==> src/rtl/alu_arbiter_if.sv <==
// Request/response bundle between the shared ALU arbiter and its two requesters.
// The arbiter (slave) owns the ready/response side; requesters (master) own the request side.
interface alu_arbiter_if #(
    parameter int unsigned WIDTH = 32
);
    localparam int unsigned OP_W = 3;

    logic             req0_valid;
    logic             req0_ready;
    logic [WIDTH-1:0] req0_a;
    logic [WIDTH-1:0] req0_b;
    logic [OP_W-1:0]  req0_op;

    logic             req1_valid;
    logic             req1_ready;
    logic [WIDTH-1:0] req1_a;
    logic [WIDTH-1:0] req1_b;
    logic [OP_W-1:0]  req1_op;

    logic             rsp0_valid;
    logic             rsp0_ready;
    logic             rsp1_valid;
    logic             rsp1_ready;
    logic [WIDTH-1:0] rsp_result;
    logic             rsp_zero;
    logic             busy;

    modport master (
        output req0_valid, req0_a, req0_b, req0_op,
        output req1_valid, req1_a, req1_b, req1_op,
        output rsp0_ready, rsp1_ready,
        input  req0_ready, req1_ready,
        input  rsp0_valid, rsp1_valid, rsp_result, rsp_zero, busy
    );

    modport slave (
        input  req0_valid, req0_a, req0_b, req0_op,
        input  req1_valid, req1_a, req1_b, req1_op,
        input  rsp0_ready, rsp1_ready,
        output req0_ready, req1_ready,
        output rsp0_valid, rsp1_valid, rsp_result, rsp_zero, busy
    );
endinterface

==> src/rtl/alu_arbiter.sv <==
// Two-port arbiter in front of a single-cycle ALU: accept -> execute -> hold response.
// ALU_ARB_RR_EN selects round-robin tie-breaking; undefined gives fixed priority to port 0.
module alu_arbiter #(
    parameter int unsigned WIDTH = 32
) (
    input  logic         clk,
    input  logic         rst_n,
    alu_arbiter_if.slave bus
);
    localparam int unsigned OP_W = 3;

    localparam logic [OP_W-1:0] OP_ADD = 3'b000;
    localparam logic [OP_W-1:0] OP_AND = 3'b001;
    localparam logic [OP_W-1:0] OP_OR  = 3'b010;
    localparam logic [OP_W-1:0] OP_SUB = 3'b100;
    localparam logic [OP_W-1:0] OP_XOR = 3'b101;
    localparam logic [OP_W-1:0] OP_LUI = 3'b110;

    typedef enum logic [1:0] {
        S_IDLE = 2'd0,
        S_EXEC = 2'd1,
        S_RESP = 2'd2
    } state_t;

    state_t           r_state;
    state_t           w_next_state;

    logic [WIDTH-1:0] r_op_a;
    logic [WIDTH-1:0] r_op_b;
    logic [OP_W-1:0]  r_op_c;
    logic             r_grant;
    logic [WIDTH-1:0] r_rsp_result;
    logic             r_rsp_zero;
    logic             r_rsp0_valid;
    logic             r_rsp1_valid;
    logic             r_busy;

    logic             w_any_valid;
    logic             w_win;
    logic             w_accept;
    logic             w_rsp_fire;
    logic             w_req0_ready;
    logic             w_req1_ready;
    logic [WIDTH-1:0] w_alu_result;

    assign w_any_valid = bus.req0_valid | bus.req1_valid;

`ifdef ALU_ARB_RR_EN
    logic r_last;

    // On a tie the port that did not win last time goes next
    always_comb begin
        w_win = bus.req1_valid;
        if (bus.req0_valid && bus.req1_valid) begin
            w_win = ~r_last;
        end
    end

    always_ff @(posedge clk or negedge rst_n) begin
        if (!rst_n) begin
            r_last <= 1'b1;
        end else if (w_accept) begin
            r_last <= w_win;
        end
    end
`else
    assign w_win = ~bus.req0_valid;
`endif

    // State register
    always_ff @(posedge clk or negedge rst_n) begin
        if (!rst_n) begin
            r_state <= S_IDLE;
        end else begin
            r_state <= w_next_state;
        end
    end

    // Next-state logic
    always_comb begin
        w_next_state = r_state;
        case (r_state)
            S_IDLE:  if (w_any_valid) w_next_state = S_EXEC;
            S_EXEC:  w_next_state = S_RESP;
            S_RESP:  if (w_rsp_fire) w_next_state = S_IDLE;
            default: w_next_state = S_IDLE;
        endcase
    end

    // Handshake decode; ready is held low while reset is asserted
    always_comb begin
        w_req0_ready = 1'b0;
        w_req1_ready = 1'b0;
        w_accept     = 1'b0;
        w_rsp_fire   = 1'b0;
        if ((r_state == S_IDLE) && w_any_valid && rst_n) begin
            w_accept     = 1'b1;
            w_req0_ready = ~w_win;
            w_req1_ready = w_win;
        end
        if (r_state == S_RESP) begin
            w_rsp_fire = r_grant ? bus.rsp1_ready : bus.rsp0_ready;
        end
    end

    // Single-cycle ALU on the latched operands
    always_comb begin
        w_alu_result = '0;
        case (r_op_c)
            OP_ADD:  w_alu_result = r_op_a + r_op_b;
            OP_SUB:  w_alu_result = r_op_a - r_op_b;
            OP_AND:  w_alu_result = r_op_a & r_op_b;
            OP_OR:   w_alu_result = r_op_a | r_op_b;
            OP_XOR:  w_alu_result = r_op_a ^ r_op_b;
            OP_LUI:  w_alu_result = r_op_b << 16;
            default: w_alu_result = '0;
        endcase
    end

    // Operand capture on accept
    always_ff @(posedge clk or negedge rst_n) begin
        if (!rst_n) begin
            r_op_a  <= '0;
            r_op_b  <= '0;
            r_op_c  <= '0;
            r_grant <= 1'b0;
        end else if (w_accept) begin
            r_op_a  <= w_win ? bus.req1_a  : bus.req0_a;
            r_op_b  <= w_win ? bus.req1_b  : bus.req0_b;
            r_op_c  <= w_win ? bus.req1_op : bus.req0_op;
            r_grant <= w_win;
        end
    end

    // Response registers: result captured in EXEC, flags follow the next state
    always_ff @(posedge clk or negedge rst_n) begin
        if (!rst_n) begin
            r_rsp_result <= '0;
            r_rsp_zero   <= 1'b0;
            r_rsp0_valid <= 1'b0;
            r_rsp1_valid <= 1'b0;
            r_busy       <= 1'b0;
        end else begin
            if (r_state == S_EXEC) begin
                r_rsp_result <= w_alu_result;
                r_rsp_zero   <= (w_alu_result == '0);
            end
            r_rsp0_valid <= (w_next_state == S_RESP) && !r_grant;
            r_rsp1_valid <= (w_next_state == S_RESP) &&  r_grant;
            r_busy       <= (w_next_state != S_IDLE);
        end
    end

    assign bus.req0_ready = w_req0_ready;
    assign bus.req1_ready = w_req1_ready;
    assign bus.rsp0_valid = r_rsp0_valid;
    assign bus.rsp1_valid = r_rsp1_valid;
    assign bus.rsp_result = r_rsp_result;
    assign bus.rsp_zero   = r_rsp_zero;
    assign bus.busy       = r_busy;

endmodule

==> src/flat_wrapper.sv <==
// flat-port wrapper written by rule: the top's interface ports become plain ports
module alu_arbiter_flat 
#(
    parameter int unsigned WIDTH = 32
)
  (clk, rst_n, bus_req0_valid, bus_req0_a, bus_req0_b, bus_req0_op, bus_req1_valid, bus_req1_a, bus_req1_b, bus_req1_op, bus_rsp0_ready, bus_rsp1_ready, bus_req0_ready, bus_req1_ready, bus_rsp0_valid, bus_rsp1_valid, bus_rsp_result, bus_rsp_zero, bus_busy);
  alu_arbiter_if #(.WIDTH(WIDTH)) bus_i ();
  input  logic clk;
  input  logic rst_n;
  input wire logic [$bits(bus_i.req0_valid)-1:0] bus_req0_valid;
  input wire logic [$bits(bus_i.req0_a)-1:0] bus_req0_a;
  input wire logic [$bits(bus_i.req0_b)-1:0] bus_req0_b;
  input wire logic [$bits(bus_i.req0_op)-1:0] bus_req0_op;
  input wire logic [$bits(bus_i.req1_valid)-1:0] bus_req1_valid;
  input wire logic [$bits(bus_i.req1_a)-1:0] bus_req1_a;
  input wire logic [$bits(bus_i.req1_b)-1:0] bus_req1_b;
  input wire logic [$bits(bus_i.req1_op)-1:0] bus_req1_op;
  input wire logic [$bits(bus_i.rsp0_ready)-1:0] bus_rsp0_ready;
  input wire logic [$bits(bus_i.rsp1_ready)-1:0] bus_rsp1_ready;
  output wire logic [$bits(bus_i.req0_ready)-1:0] bus_req0_ready;
  output wire logic [$bits(bus_i.req1_ready)-1:0] bus_req1_ready;
  output wire logic [$bits(bus_i.rsp0_valid)-1:0] bus_rsp0_valid;
  output wire logic [$bits(bus_i.rsp1_valid)-1:0] bus_rsp1_valid;
  output wire logic [$bits(bus_i.rsp_result)-1:0] bus_rsp_result;
  output wire logic [$bits(bus_i.rsp_zero)-1:0] bus_rsp_zero;
  output wire logic [$bits(bus_i.busy)-1:0] bus_busy;
  assign bus_i.req0_valid = bus_req0_valid;
  assign bus_i.req0_a = bus_req0_a;
  assign bus_i.req0_b = bus_req0_b;
  assign bus_i.req0_op = bus_req0_op;
  assign bus_i.req1_valid = bus_req1_valid;
  assign bus_i.req1_a = bus_req1_a;
  assign bus_i.req1_b = bus_req1_b;
  assign bus_i.req1_op = bus_req1_op;
  assign bus_i.rsp0_ready = bus_rsp0_ready;
  assign bus_i.rsp1_ready = bus_rsp1_ready;
  assign bus_req0_ready = bus_i.req0_ready;
  assign bus_req1_ready = bus_i.req1_ready;
  assign bus_rsp0_valid = bus_i.rsp0_valid;
  assign bus_rsp1_valid = bus_i.rsp1_valid;
  assign bus_rsp_result = bus_i.rsp_result;
  assign bus_rsp_zero = bus_i.rsp_zero;
  assign bus_busy = bus_i.busy;
  alu_arbiter #(.WIDTH(WIDTH)) u_core (.clk(clk), .rst_n(rst_n), .bus(bus_i));
endmodule
==> config.mk <==
export PLATFORM = sky130hd
export DESIGN_NAME = alu_arbiter_flat
export DESIGN_NICKNAME = d
export VERILOG_FILES = /design/src/rtl/alu_arbiter_if.sv /design/src/rtl/alu_arbiter.sv /design/src/flat_wrapper.sv
export SDC_FILE = /design/constraint.sdc
export NUM_CORES = 1
export LEC_CHECK = 0
export ABC_AREA = 1
export ABC_CLOCK_PERIOD_IN_PS = 3190
export CAP_MARGIN = 20
export CORE_ASPECT_RATIO = 0.75
export CORE_MARGIN = 1.5
export CORE_UTILIZATION = 49
export CTS_CLUSTER_SIZE = 16
export DETAILED_ROUTE_END_ITERATION = 12
export GPL_TIMING_DRIVEN = 0
export PLACE_DENSITY = 0.81
export SLEW_MARGIN = 20
export SYNTH_ARGS = -nofsm -noshare
export SYNTH_HDL_FRONTEND = slang
export SYNTH_SLANG_ARGS = --single-unit
export TNS_END_PERCENT = 10
==> constraint.sdc <==
create_clock -name clk -period 3.19 [get_ports clk]
set_clock_uncertainty 0.05 [all_clocks]
set_input_delay 0.319 -clock clk [delete_from_list [all_inputs] [get_ports clk]]
set_output_delay 0.319 -clock clk [all_outputs]
set_load 0.01 [all_outputs]
==> results of run 1 <==
-- registers in the layout (all words and copies together) (netlist names) --
register	flops
u_core.bus.busy	1
u_core.bus.rsp_result	32
u_core.bus.rsp1_valid	1
u_core.r_op_b	32
u_core.r_op_a	32
u_core.r_grant	1
u_core.r_state	2
u_core.r_op_c	3
u_core.bus.rsp0_valid	1
u_core.bus.rsp_zero	1
-- per-stage QoR --
step / instance area [um^2] / utilization [%]
3_5_place_dp: 11700 / 60.8
5_1_grt: 12700 / 65.5
3_3_place_gp: 11700 / 60.6
4_1_cts: 12400 / 64.2
6_report: 12700 / 65.5
2_1_floorplan: 9630 / -
-- worst register-to-register path: cells and delay by family, from the launching register on --
| family | cells | cell delay, ns |
|---|---|---|
| fa+ha+maj | 2 | 0.46 |
| xor+xnor | 1 | 0.15 |
| buf+inv | 9 | 1.02 |
| simple gates | 19 | 1.94 |
| flops | 1 | 0.40 |
-- repair_timing --
action | in CTS | in global routing
gates resized for setup | 56 | 59
pin swaps | 28 | 32
setup buffers | 18 | 7
hold buffers | 2 | 0
hold endpoints to repair | 29 | 0
endpoints found under the setup margin | 31 | 29
-- final timing paths --
path,start,end,slack [ns],cells past startpoint
max in group asynchronous,rst_n,u_core.r_op_c[1],2.11,3
min in group asynchronous,rst_n,u_core.bus.rsp_result[15],0.57,3
setup / recovery,u_core.r_op_b[0],u_core.bus.rsp_zero,-0.89,31
setup reg to reg,u_core.r_op_b[0],u_core.bus.rsp_zero,-0.89,31
hold / removal,bus_req1_a[30],u_core.r_op_a[30],0.43,3
hold reg to reg,u_core.r_state[1],u_core.r_state[0],0.44,1
-- metal layers --
layer | routed length (um) | up-vias | track usage (%)
met3 | 3950 | 66 | 10.2
met1 | 15500 | 4848 | 49.3
li1 | - | 5033 | -
met5 | 0 | - | 0
met4 | 1190 | 0 | 12.1
met2 | 14800 | 536 | 50.7
-- layout make-up --
cell class / instances / share of cell area [%]
timing repair buffer: 205 / 16.0
buffer: 42 / 1.58
clock buffer: 9 / 1.78
inverter: 228 / 6.76
tap: 253 / 2.50
sequential: 106 / 21.0
clock inverter: 7 / 0.553
multi-input combinational: 1061 / 49.9
-- cell usage after synthesis, types with 2 or more instances --
master,count,area [um^2]
a221oi_2,5,75.1
nor2_4,2,22.5
or2_2,6,37.5
nor3_2,5,50.1
inv_1,219,822
ha_1,96,1200
and2_1,6,37.5
xor2_1,31,272
nor3_1,7,35.0
buf_2,12,60.1
a22oi_1,67,503
nand2_2,15,93.8
buf_4,5,37.5
a21oi_1,27,135
o21a_1,2,15.0
and3_1,2,12.5
o221ai_1,4,35.0
o22ai_1,4,25.0
nor2_1,123,462
o21ai_0,26,130
a211oi_1,9,67.6
nand3_2,6,60.1
dfrtp_1,106,2650
o21ai_1,10,50.1
nand3b_1,8,60.1
a31oi_1,27,169
clkbuf_1,21,78.8
nand3_1,54,270
nand4_1,16,100
buf_1,4,15.0
nand2_1,478,1790
a221oi_1,6,52.6
nor2_2,6,37.5
nor4_1,3,18.8
inv_2,8,30.0
-- where the power goes --
group | internal, W | total [W] | switching (W) | leakage [nW]
registers | 0.00199 | 0.00294 | 0.000959 | 1.30
clock network | 0.000554 | 0.00118 | 0.000622 | 0.140
logic | 0.00454 | 0.0122 | 0.00765 | 5.08
-- cells in the final DEF (no fill, tap or decap), types with 29 or more instances in the layout --
cell type	instances
nand2_1	449
inv_1	215
clkdlybuf4s50_1	176
nor2_1	106
dfrtp_1	105
ha_1	84
a22oi_1	67
nand3_1	48
nand2_2	39
xor2_1	30
buf_4	29
-- cells by family (layout without fill, tap and decap cells) --
kind of cell	Yosys count	in the layout	synth area share (%)
buf+inv	270	491	10.9
mux	1	1	0.104
flops	106	106	27.6
simple gates	740	740	32.5
xor+xnor	31	31	2.82
compound gates	192	192	13.5
fa+ha+maj	97	97	12.7
==> out/qor.yml, run 1 <==
status:
  status: "finished with violations"
  violations: "negative setup slack"
sta:
  worstMarginPinSlew_ns: 1.22
  post-route-period-util_pct: 128
  slew_headroom_pct: 18.4
  setup_ws_ns: -0.886
  fin_setup_tns_ns: -6.31
  max_freq_mhz: 245
  finalHoldViolCount: 0
  fin_crit_ns: 4.08
  hold_ws_ns: 0.425
  drv_slew: 0
  setup_viol: 25
  rsz0062_at_grt: "yes"
layout:
  layout.nets: 1890
  regArea_mm2: 0.00265
  drive_above_1_share_pct: 12.5
  instances_no_fill: 1911
  multiInputGateArea_mm2: 0.00632
  num_antenna_cells: 0
  areaGrowthSynthToFinish_pct: 31.5
  fill_cells: 1771
worst_setup_path:
  cp_slowest_cell: "dfrtp_1"
  end_kind: "flop"
  path_class: "flop to flop"
  critPathBufInv: 9
  critical_path_arrival_ns: 4.33
  cpPeakStageDelay_ns: 0.40
  crit_family: "simple AND/OR/NAND/NOR gates"
  startpoint_type: "flop"
  cp_common_cell: "nand2_1"
  cp_max_fo: 5
  cp_data_required_time_ns: 3.45
grt:
  overflow: 0
  grt_pass1_vias: 9705
  antenna_found_initial: 0
  grt_use_total_pct: 35.0
  grt_pass1_wl_um: 53800
  grt_max_degree: 79
floorplanning:
  die_x_um: 165
  num_io_pins: 178
  die_h_um: 124
  core_area_mm2: 0.0193
  fp.dieArea_mm2: 0.0205
  rows: 44
  start_util_pct: 49.8
detailed_routing:
  vias: 10483
  dr.pass1.iters: 6
  first_iter_violations: 1054
  ant_nets: 0
  vias_per_cell: 5.49
  drc_errors: 0
  wl_per_cell_um: 18.5
  routed_wl_um: 35400
synth:
  ys_warn_count: 0
  async_reset_ff_share_pct: 100
  syn_inst: 1437
  synth-seq-cells: 106
  syn_nets: 1674
  synth.cell_area_mm2: 0.00963
  avgSynthCellArea_um2: 6.70
  synth_edf_count: 0
  ys.flop_type: "dfrtp_1"
  synth_cell_types: 46
  yosysSeqAreaShare_pct: 27.6
pwr:
  power.density_mw_per_mm2: 1290
  p_leak_nw: 6.52
  vdd_drop_max_mv: 0.602
  total_power_w: 0.0163
clock_tree:
  h-tree-depth: 3
  clock-sinks: 106
  cts_tree: "built"
  cts.clk_slew.worst_paths_ns: 0.09
  cts_buffers: 9
  clkLatencyLatePin_ns: 0.37
  cts_root_buf: "clkbuf_16"
  clk_path_buf_depth: 2
placed_design:
  preCtsSetupSlack_ns: -1.49
  portBuffers: 177
  place_inst: 1868
  place_congestion: 0.947
  hpwl_um: 29000
job:
  drv_cap: 0
hold_path:
  hold_class: "input pin to flop"
Power figures use the tool's default switching activity.
==> inputs of run 2 (changes only) <==
CAP_MARGIN = default   (was 20)
RECOVER_POWER = 25   (was default)
==> out/qor.yml, run 2 (synthesis gave the netlist of run 1 again) <==
worst_setup_path:
  startpoint_type: "flop"
  critical_path_arrival_ns: 4.33  # about the same
  path_class: "flop to flop"
  cpPeakStageDelay_ns: 0.40  # about the same
  cp_slowest_cell: "dfrtp_1"
  cp_common_cell: "nand2_1"
  cp_max_fo: 5  # unchanged
  end_kind: "flop"
  cp_data_required_time_ns: 3.45  # about the same
hold_path:
  hold_class: "input pin to flop"
grt:
  antenna_found_initial: 0  # unchanged
  grt_pass1_vias: 9705  # unchanged
  grt_pass1_wl_um: 53800  # unchanged
  overflow: 0  # unchanged
  grt_use_total_pct: 35.0  # unchanged
  grt_max_degree: 79  # unchanged
detailed_routing:
  first_iter_violations: 1066  # +1.1%
  wl_per_cell_um: 18.5  # -0.10%
  vias: 10513  # +0.29%
  vias_per_cell: 5.50  # +0.29%
  ant_nets: 0  # unchanged
  dr.pass1.iters: 7  # +1
  drc_errors: 0  # unchanged
  routed_wl_um: 35400  # -0.10%
clock_tree:
  h-tree-depth: 3  # unchanged
  clock-sinks: 106  # unchanged
  cts.clk_slew.worst_paths_ns: 0.09  # about the same
  cts_buffers: 9  # unchanged
  cts_tree: "built"
  cts_root_buf: "clkbuf_16"
  clkLatencyLatePin_ns: 0.37  # about the same
  clk_path_buf_depth: 2  # unchanged
sta:
  post-route-period-util_pct: 128  # about the same
  finalHoldViolCount: 0  # unchanged
  fin_crit_ns: 4.07  # -0.00317 ns
  slew_headroom_pct: -7.31  # -26 points
  worstMarginPinSlew_ns: 1.61  # +0.393 ns
  rsz0062_at_grt: "yes"
  drv_slew: 30  # +30
  max_freq_mhz: 246  # about the same
  setup_viol: 25  # unchanged
  setup_ws_ns: -0.882  # +0.00317 ns
layout:
  final_cell_mix: "nand2_1 (449), inv_1 (215), clkdlybuf4s50_1 (176)"
  finalInstanceArea_mm2: 0.0126  # -0.18%
  layout.nets: 1890  # unchanged
  final_common_cell: "nand2_1"
  drive_above_1_share_pct: 12.3  # -0.18 points
  areaGrowthSynthToFinish_pct: 31.3
  num_antenna_cells: 0  # unchanged
  fill_cells: 1774  # +0.17%
placed_design:
  portBuffers: 177  # unchanged
  place_congestion: 0.947  # unchanged
  hpwl_um: 29000  # unchanged
  dpl-instance-area_mm2: 0.0117  # unchanged
  preCtsSetupSlack_ns: -1.49  # unchanged
pwr:
  p_leak_nw: 6.51  # -0.18%
  total_power_w: 0.0163  # about the same
  vdd_drop_max_mv: 0.598  # -0.57%
  power.density_mw_per_mm2: 1290  # about the same
status:
  status: "finished with violations"
  violations: "max-capacitance violations, max-slew violations, negative setup slack"
floorplanning:
  rows: 44  # unchanged
  fp.dieArea_mm2: 0.0205  # unchanged
  num_io_pins: 178  # unchanged
  core_area_mm2: 0.0193  # unchanged
  die_h_um: 124  # unchanged
  die_x_um: 165  # unchanged
  start_util_pct: 49.8  # unchanged
job:
  drv_cap: 1  # +1
## run 2: per-layer routing
layer	global-route usage, %	vias up	part of all wire [%]
met5	0	-	0
met4	12.1	0	3.2
met3	10.2	65	11
met2	50.7	553	42
met1	49.3	4868	44
li1	-	5027	-
## run 2: stage by stage
stage                     util [%]  setup TNS, ns  hold slack, ns  cells
after CTS                     64.2          -5.61           0.421   1904
final                         65.4          -6.55           0.426   1911
after global routing          65.4         -13.00           0.432   1911
after floorplan                  -         -0.117         -0.0266   1437
after detailed placement      60.8         -16.47           0.167   1868
after global placement        60.6        -476.03           0.391   1867
## run 2: critical path: cells and delay by family, from the launching register on
family	cells	cell delay (ns)
flip-flops	1	0.40
XOR/XNOR	1	0.15
adder cells (fa/ha/maj)	2	0.47
buffers and inverters	9	1.02
AND/OR/NAND/NOR	19	1.92
## run 2: area by class of cell
class | instances | area [um^2] | area share, %
Inverter | 228 | 856 | 6.77
Clock buffer | 9 | 225 | 1.78
Sequential cell | 106 | 2650 | 21.0
Timing Repair Buffer | 205 | 2000 | 15.9
Buffer | 42 | 200 | 1.58
Tap cell | 253 | 317 | 2.50
Clock inverter | 7 | 70.1 | 0.554
Multi-Input combinational cell | 1061 | 6310 | 50.0
## run 2: final timing paths
check / endpoint / start / slack (ns) / cells past startpoint
min reg2reg: u_core.bus.rsp_result[4] / u_core.bus.rsp_result[4] / 0.44 / 2
max reg2reg: u_core.bus.rsp_zero / u_core.r_op_b[0] / -0.88 / 31
min: u_core.r_op_b[29] / bus_req1_b[29] / 0.43 / 3
max in group asynchronous: u_core.bus.rsp_result[21] / rst_n / 0.88 / 3
min in group asynchronous: u_core.r_op_a[9] / rst_n / 0.74 / 3
max: u_core.bus.rsp_zero / u_core.r_op_b[0] / -0.88 / 31
## run 2: where the power goes
group	internal [W]	switching, W	total [W]
combinational	0.00454	0.00764	0.0122
sequential	0.00199	0.000956	0.00294
clock	0.000554	0.000622	0.00118
total	0.00708	0.00922	0.0163
## run 2: what timing repair did
action                                  CTS  global route
endpoints found under the hold margin    29             0
resized for setup                        56            59
pin swaps                                28            32
endpoints found under the setup margin   31            29
buffers inserted                         18             7
hold buffers                              2             0
==> inputs of run 3 (changes only) <==
SLEW_MARGIN = default   (was 20)
==> out/qor.yml, run 3 (synthesis gave the netlist of run 1 again) <==
status:
  status: "finished with violations"
  violations: "negative setup slack"
layout:
  layout.nets: 1888  # -0.11%
  final_common_cell: "nand2_1"
  final_cell_mix: "nand2_1 (449), inv_1 (214), clkdlybuf4s50_1 (176)"
  drive_above_1_share_pct: 12.4  # +0.075 points
  num_antenna_cells: 0  # unchanged
  areaGrowthSynthToFinish_pct: 31.9
floorplanning:
  die_h_um: 124  # unchanged
  die_x_um: 165  # unchanged
  start_util_pct: 49.8  # unchanged
  rows: 44  # unchanged
  num_io_pins: 178  # unchanged
  fp.dieArea_mm2: 0.0205  # unchanged
  core_area_mm2: 0.0193  # unchanged
grt:
  grt_pass1_vias: 9797  # +0.95%
  antenna_found_initial: 0  # unchanged
  grt_pass1_wl_um: 54100  # +0.65%
  grt_use_total_pct: 35.0  # about the same
  grt_max_degree: 74  # -6.3%
  overflow: 0  # unchanged
worst_setup_path:
  r2r-start: "u_core.r_op_b[1]"
  cp_slowest_cell: "dfrtp_1"
  startpoint: "u_core.r_op_b[1]"
  cp_max_fo: 5  # unchanged
  critical_path_arrival_ns: 4.27  # -0.06 ns
  startpoint_type: "flop"
  end_kind: "flop"
  cp_data_required_time_ns: 3.45  # about the same
  cp_common_cell: "nand2_1"
  cpPeakStageDelay_ns: 0.39  # about the same
  path_class: "flop to flop"
clock_tree:
  cts_buffers: 9  # unchanged
  cts_root_buf: "clkbuf_16"
  cts.clk_slew.worst_paths_ns: 0.08  # about the same
  h-tree-depth: 3  # unchanged
  clk_path_buf_depth: 2  # unchanged
  cts_tree: "built"
  clock-sinks: 106  # unchanged
  clkLatencyLatePin_ns: 0.38  # about the same
job:
  drv_cap: 0  # -1
sta:
  setup_ws_ns: -0.814  # +0.0686 ns
  max_freq_mhz: 250  # +1.7%
  slew_headroom_pct: 27.8  # +35 points
  hold_ws_ns: 0.115  # -0.311 ns
  rsz0062_at_grt: "yes"
  fin_crit_ns: 4.00  # -0.0686 ns
  drv_slew: 0  # -100%
  worstMarginPinSlew_ns: 1.08  # -0.534 ns
  fin_setup_tns_ns: -4.02  # +2.53 ns
  setup_viol: 22  # -12%
  post-route-period-util_pct: 126  # -2.1 points
  finalHoldViolCount: 0  # unchanged
placed_design:
  portBuffers: 177  # unchanged
  place_congestion: 0.947  # unchanged
  hpwl_um: 29000  # -0.16%
  preCtsSetupSlack_ns: -1.41  # +0.0784 ns
detailed_routing:
  vias_per_cell: 5.52  # +0.38%
  routed_wl_um: 35300  # -0.15%
  vias: 10542  # +0.28%
  wl_per_cell_um: 18.5  # about the same
  dr.pass1.iters: 7  # unchanged
  first_iter_violations: 1085  # +1.8%
  ant_nets: 0  # unchanged
  drc_errors: 0  # unchanged
pwr:
  vdd_drop_max_mv: 0.572  # -4.4%
  p_leak_nw: 6.51  # about the same
  power.density_mw_per_mm2: 1280  # -0.66%
hold_path:
  hold_class: "input pin to asynchronous set/reset pin"
## run 3: per-layer routing
layer  global-route usage [%]  part of all wire (%)
met5                        0                     0
met4                     11.6                   3.3
met3                     8.42                    11
met2                     50.8                    42
met1                     50.5                    44
## run 3: per-stage QoR
step	total power, W	area [um^2]	std cells	utilization (%)
after global placement	0.0133	11700	1867	60.6
after detailed placement	0.0135	11700	1868	60.8
after CTS	0.0153	12400	1903	64.1
final	0.0163	12700	1909	65.7
after floorplan	0.00993	9630	1437	-
after global routing	0.0176	12700	1909	65.7
## run 3: area by class of cell
type	count	area [um^2]
plain buffers	42	198
clock buffers	9	225
clock inverters	7	80.1
fillers	1725	6630
inverters	228	856
multi-input cells	1061	6360
flip-flops and latches	106	2660
well taps	253	317
repair buffers	203	2000
## run 3: power by group
part	internal (W)	switching, W	leakage (nW)
sequential	0.00199	0.000984	1.29
clock	0.000564	0.000643	0.146
combinational	0.00450	0.00758	5.07
## run 3: final timing paths
kind / endpoint / slack, ns / cells after the start
max: u_core.bus.rsp_zero / -0.81 / 27
min: u_core.r_op_a[6] / 0.12 / 3
max reg2reg: u_core.bus.rsp_zero / -0.81 / 27
min reg2reg: u_core.r_state[0] / 0.43 / 1
max in group asynchronous: u_core.bus.rsp_result[21] / 2.23 / 4
min in group clk: u_core.r_op_b[26] / 0.42 / 3
## run 3: critical path: cells and delay by family, from the launching register on
kind / cells / cell delay, ns
fa+ha+maj: 1 / 0.35
buf+inv: 4 / 0.39
xor+xnor: 1 / 0.18
flops: 1 / 0.39
simple gates: 17 / 2.05
compound gates: 4 / 0.52
## run 3: repair_timing
item | in CTS | in global routing
gates resized for setup | 54 | 65
endpoints found under the setup margin | 30 | 29
hold buffers | 2 | 1
pin swaps | 28 | 25
buffers inserted | 17 | 5
gates cloned | 0 | 0
hold endpoints to repair | 34 | 34
==> RTL change (config.mk and constraints of run 2) <==
Add a define of `ALU_ARB_RR_EN`.
--- a/src/rtl/alu_arbiter.sv
+++ b/src/rtl/alu_arbiter.sv
@@ -1,5 +1,7 @@
 // Two-port arbiter in front of a single-cycle ALU: accept -> execute -> hold response.
 // ALU_ARB_RR_EN selects round-robin tie-breaking; undefined gives fixed priority to port 0.
+`define ALU_ARB_RR_EN
+
 module alu_arbiter #(
     parameter int unsigned WIDTH = 32
 ) (
Function: changed (a bounded check fails within 4 cycles, from zero or initial values and one cycle with rst_n low).
==> RTL change against run 2 <==
  * The flow still finishes with violations (capacitance limit, slew limit, setup timing)
  * Clock power grew 7%
  * Setup slack gained 230 ps
  * Sequential cell count grew 1
  * Non-clock buffer count shrank 7
  * Area after synthesis shrank 0.97%
  * Power shrank 2.8%
  * Wire length shrank 2.6%
  * Combinational power shrank 4%
  * Design area shrank 1.1%
==> RTL change: results (changes against run 2) <==
GRT
  • First-pass GRT wire length: 52,400 microns (-2.6%)
  • Met3 usage: 7.83% (-2.3 points)
  • Total GRT Usage: 34.6% (-0.43 points)
  • Vias in the first global route: 9,444 (-2.7%)
  • Largest net degree at the start of global routing: 72 (-8.9%)
  • Met1 GRT Util: 50.0% (+0.71 points)
  • M2 GR Usage: 51.5% (+0.78 points)

Status
  • Status: complete, but fails checks
  • Failing checks: capacitance limit, slew limit, setup timing

Worst setup path
  • Max incr delay on CP: 440 ps (+40 ps)
  • Crit path max fanout: 4 (-1)
  • Crit-path slowest cell: dfrtp_1
  • CP top delay family: simple AND/OR/NAND/NOR gates
  • Reg2reg path depth: 26 (-16%)
  • Critical Path AT: 4100 ps (-230 ps)
  • Critical Path Start: u_core.r_op_b[1]$_DFFE_PN0P_

Detailed routing
  • Detail Route met2 WL: 14,700 microns (-0.74%)
  • DRC viols: 0 (unchanged)
  • Wirelength, routed: 34,400 microns (-2.6%)
  • Metal3 WL: 3940 microns (+3.7%)
  • DR vias: 10,300 (-1.8%)
  • 1st-iter DRT viols: 1,058 (-0.75%)
  • Metal-1 WL: 15,300 microns (-2.5%)

Final layout
  • Layout Cells excl Fill: 1,876 (-1.8%)
  • FILL cells: 1,650 (-7.0%)
  • Core Util, Final: 66.6% (+1.2 points)
  • Layout cells sized above 1: 11.0% (-1.3 points)

Placed design
  • Dpl hpwl: 27,700 microns (-4.5%)
  • GPL Wtd Cong: 0.979 (+3.3%)
  • Placed Area: 11,700 sq um (-0.56%)
  • Placed cells: 1,841 (-1.4%)
  • Pre-CTS setup slack: -968 ps (+518 ps)
  • # port buffers: 177 (unchanged)

STA
  • Rel. slew slack: -34.4% (-27 points)
  • Slew Limit Fails: 38 (+27%)
  • Setup TNS: -4430 ps (+2120 ps)
  • Setup WS post-layout: -652 ps (+231 ps)
  • Final setup fails: 18 (-28%)
  • Final hold slack: 424 ps (-2.11 ps)

Power and ir drop
  • Final total power: 0.0158 W (-2.8%)
  • Leakage dissipation: 6.34 nW (-2.6%)
  • Maximum VDD drop: 0.565 mV (-5.7%)
  • Clk pwr: 0.00126 W (+7%)
  • Comb. pwr: 0.0117 W (-4%)
  • Sw Ratio: 56.2% (-0.33 points)

Yosys
  • Unique masters post-synth: 45 (-2.2%)
  • Syn nets: 1,653 (-1.3%)
  • Synth area leaders: dfrtp_1 28%, nand2_1 18%, ha_1 13%
  • Register area share after synthesis: 28.1% (+0.55 points)
  • Post-synthesis cell count: 1,416 (-1.5%)
  • Most frequent cells after synthesis: 464 x nand2_1, 213 x inv_1, 124 x nor2_1, 106 x dfrtp_1, 96 x ha_1

Clocking
  • Clk_lat worst skew: 380 ps
  • CTS buffer count: 9 (unchanged)
  • Max Buffers Root-to-Sink: 2 (unchanged)
  • H-tree levels: 3 (unchanged)

Worst hold path
  • Hold Startpoint: bus_req0_b[8]
  • Worst Hold End: u_core.r_op_b[8]$_DFFE_PN0P_

Flow run
  • Total of max-cap violations: 1 (unchanged)
-- RTL change: changes by cell type after synthesis, moves of 6 or more --
cell / change
nand3_1: +11
nand2_2: -11
o21ai_0: +9
a21oi_1: +11
buf_6: +6
o21ai_1: -8
inv_1: -6
nand2_1: -14
-- RTL change: timing repair --
| item | 4_1_cts | 5_1_grt |
|---|---|---|
| gates resized for setup | 47 | 62 |
| setup buffers | 13 | 6 |
| hold buffers | 2 | 0 |
| setup endpoints to repair | 30 | 26 |
| pin swaps | 24 | 8 |
| hold endpoints to repair | 37 | 0 |
-- RTL change: worst max path at each step --
| stage | endpoint | slack [ps] |
|---|---|---|
| floorplan | u_core.bus.rsp_zero$_DFFE_PN0N_ | -150 |
| global placement | bus_req1_ready | -4140 |
| detailed placement | u_core.bus.rsp_zero$_DFFE_PN0N_ | -970 |
| CTS | u_core.bus.rsp_zero$_DFFE_PN0N_ | -530 |
| global route | u_core.bus.rsp_zero$_DFFE_PN0N_ | -880 |
| finish | u_core.bus.rsp_zero$_DFFE_PN0N_ | -650 |
-- RTL change: layout make-up --
| type | instances | area share [%] |
|---|---|---|
| Multi-Input combinational cell | 1047 | 49.4 |
| Clock inverter | 7 | 0.821 |
| Clock buffer | 9 | 1.80 |
| Buffer | 43 | 1.93 |
| Inverter | 219 | 6.58 |
| Timing Repair Buffer | 197 | 15.5 |
| Tap cell | 247 | 2.47 |
| Sequential cell | 107 | 21.5 |
-- RTL change: kinds of logic (layout without fill, tap and decap cells) --
group,count (synthesis),count (layout),synth area share [%]
AOI/OAI and AO/OA,202,202,14.1
xor gates and xnor gates,30,30,2.76
adders and majority gates,97,97,12.8
buffers and inverters,262,475,11.0
DFF,107,107,28.1
muxes,1,1,0.105
and+or+nand+nor,717,717,31.1
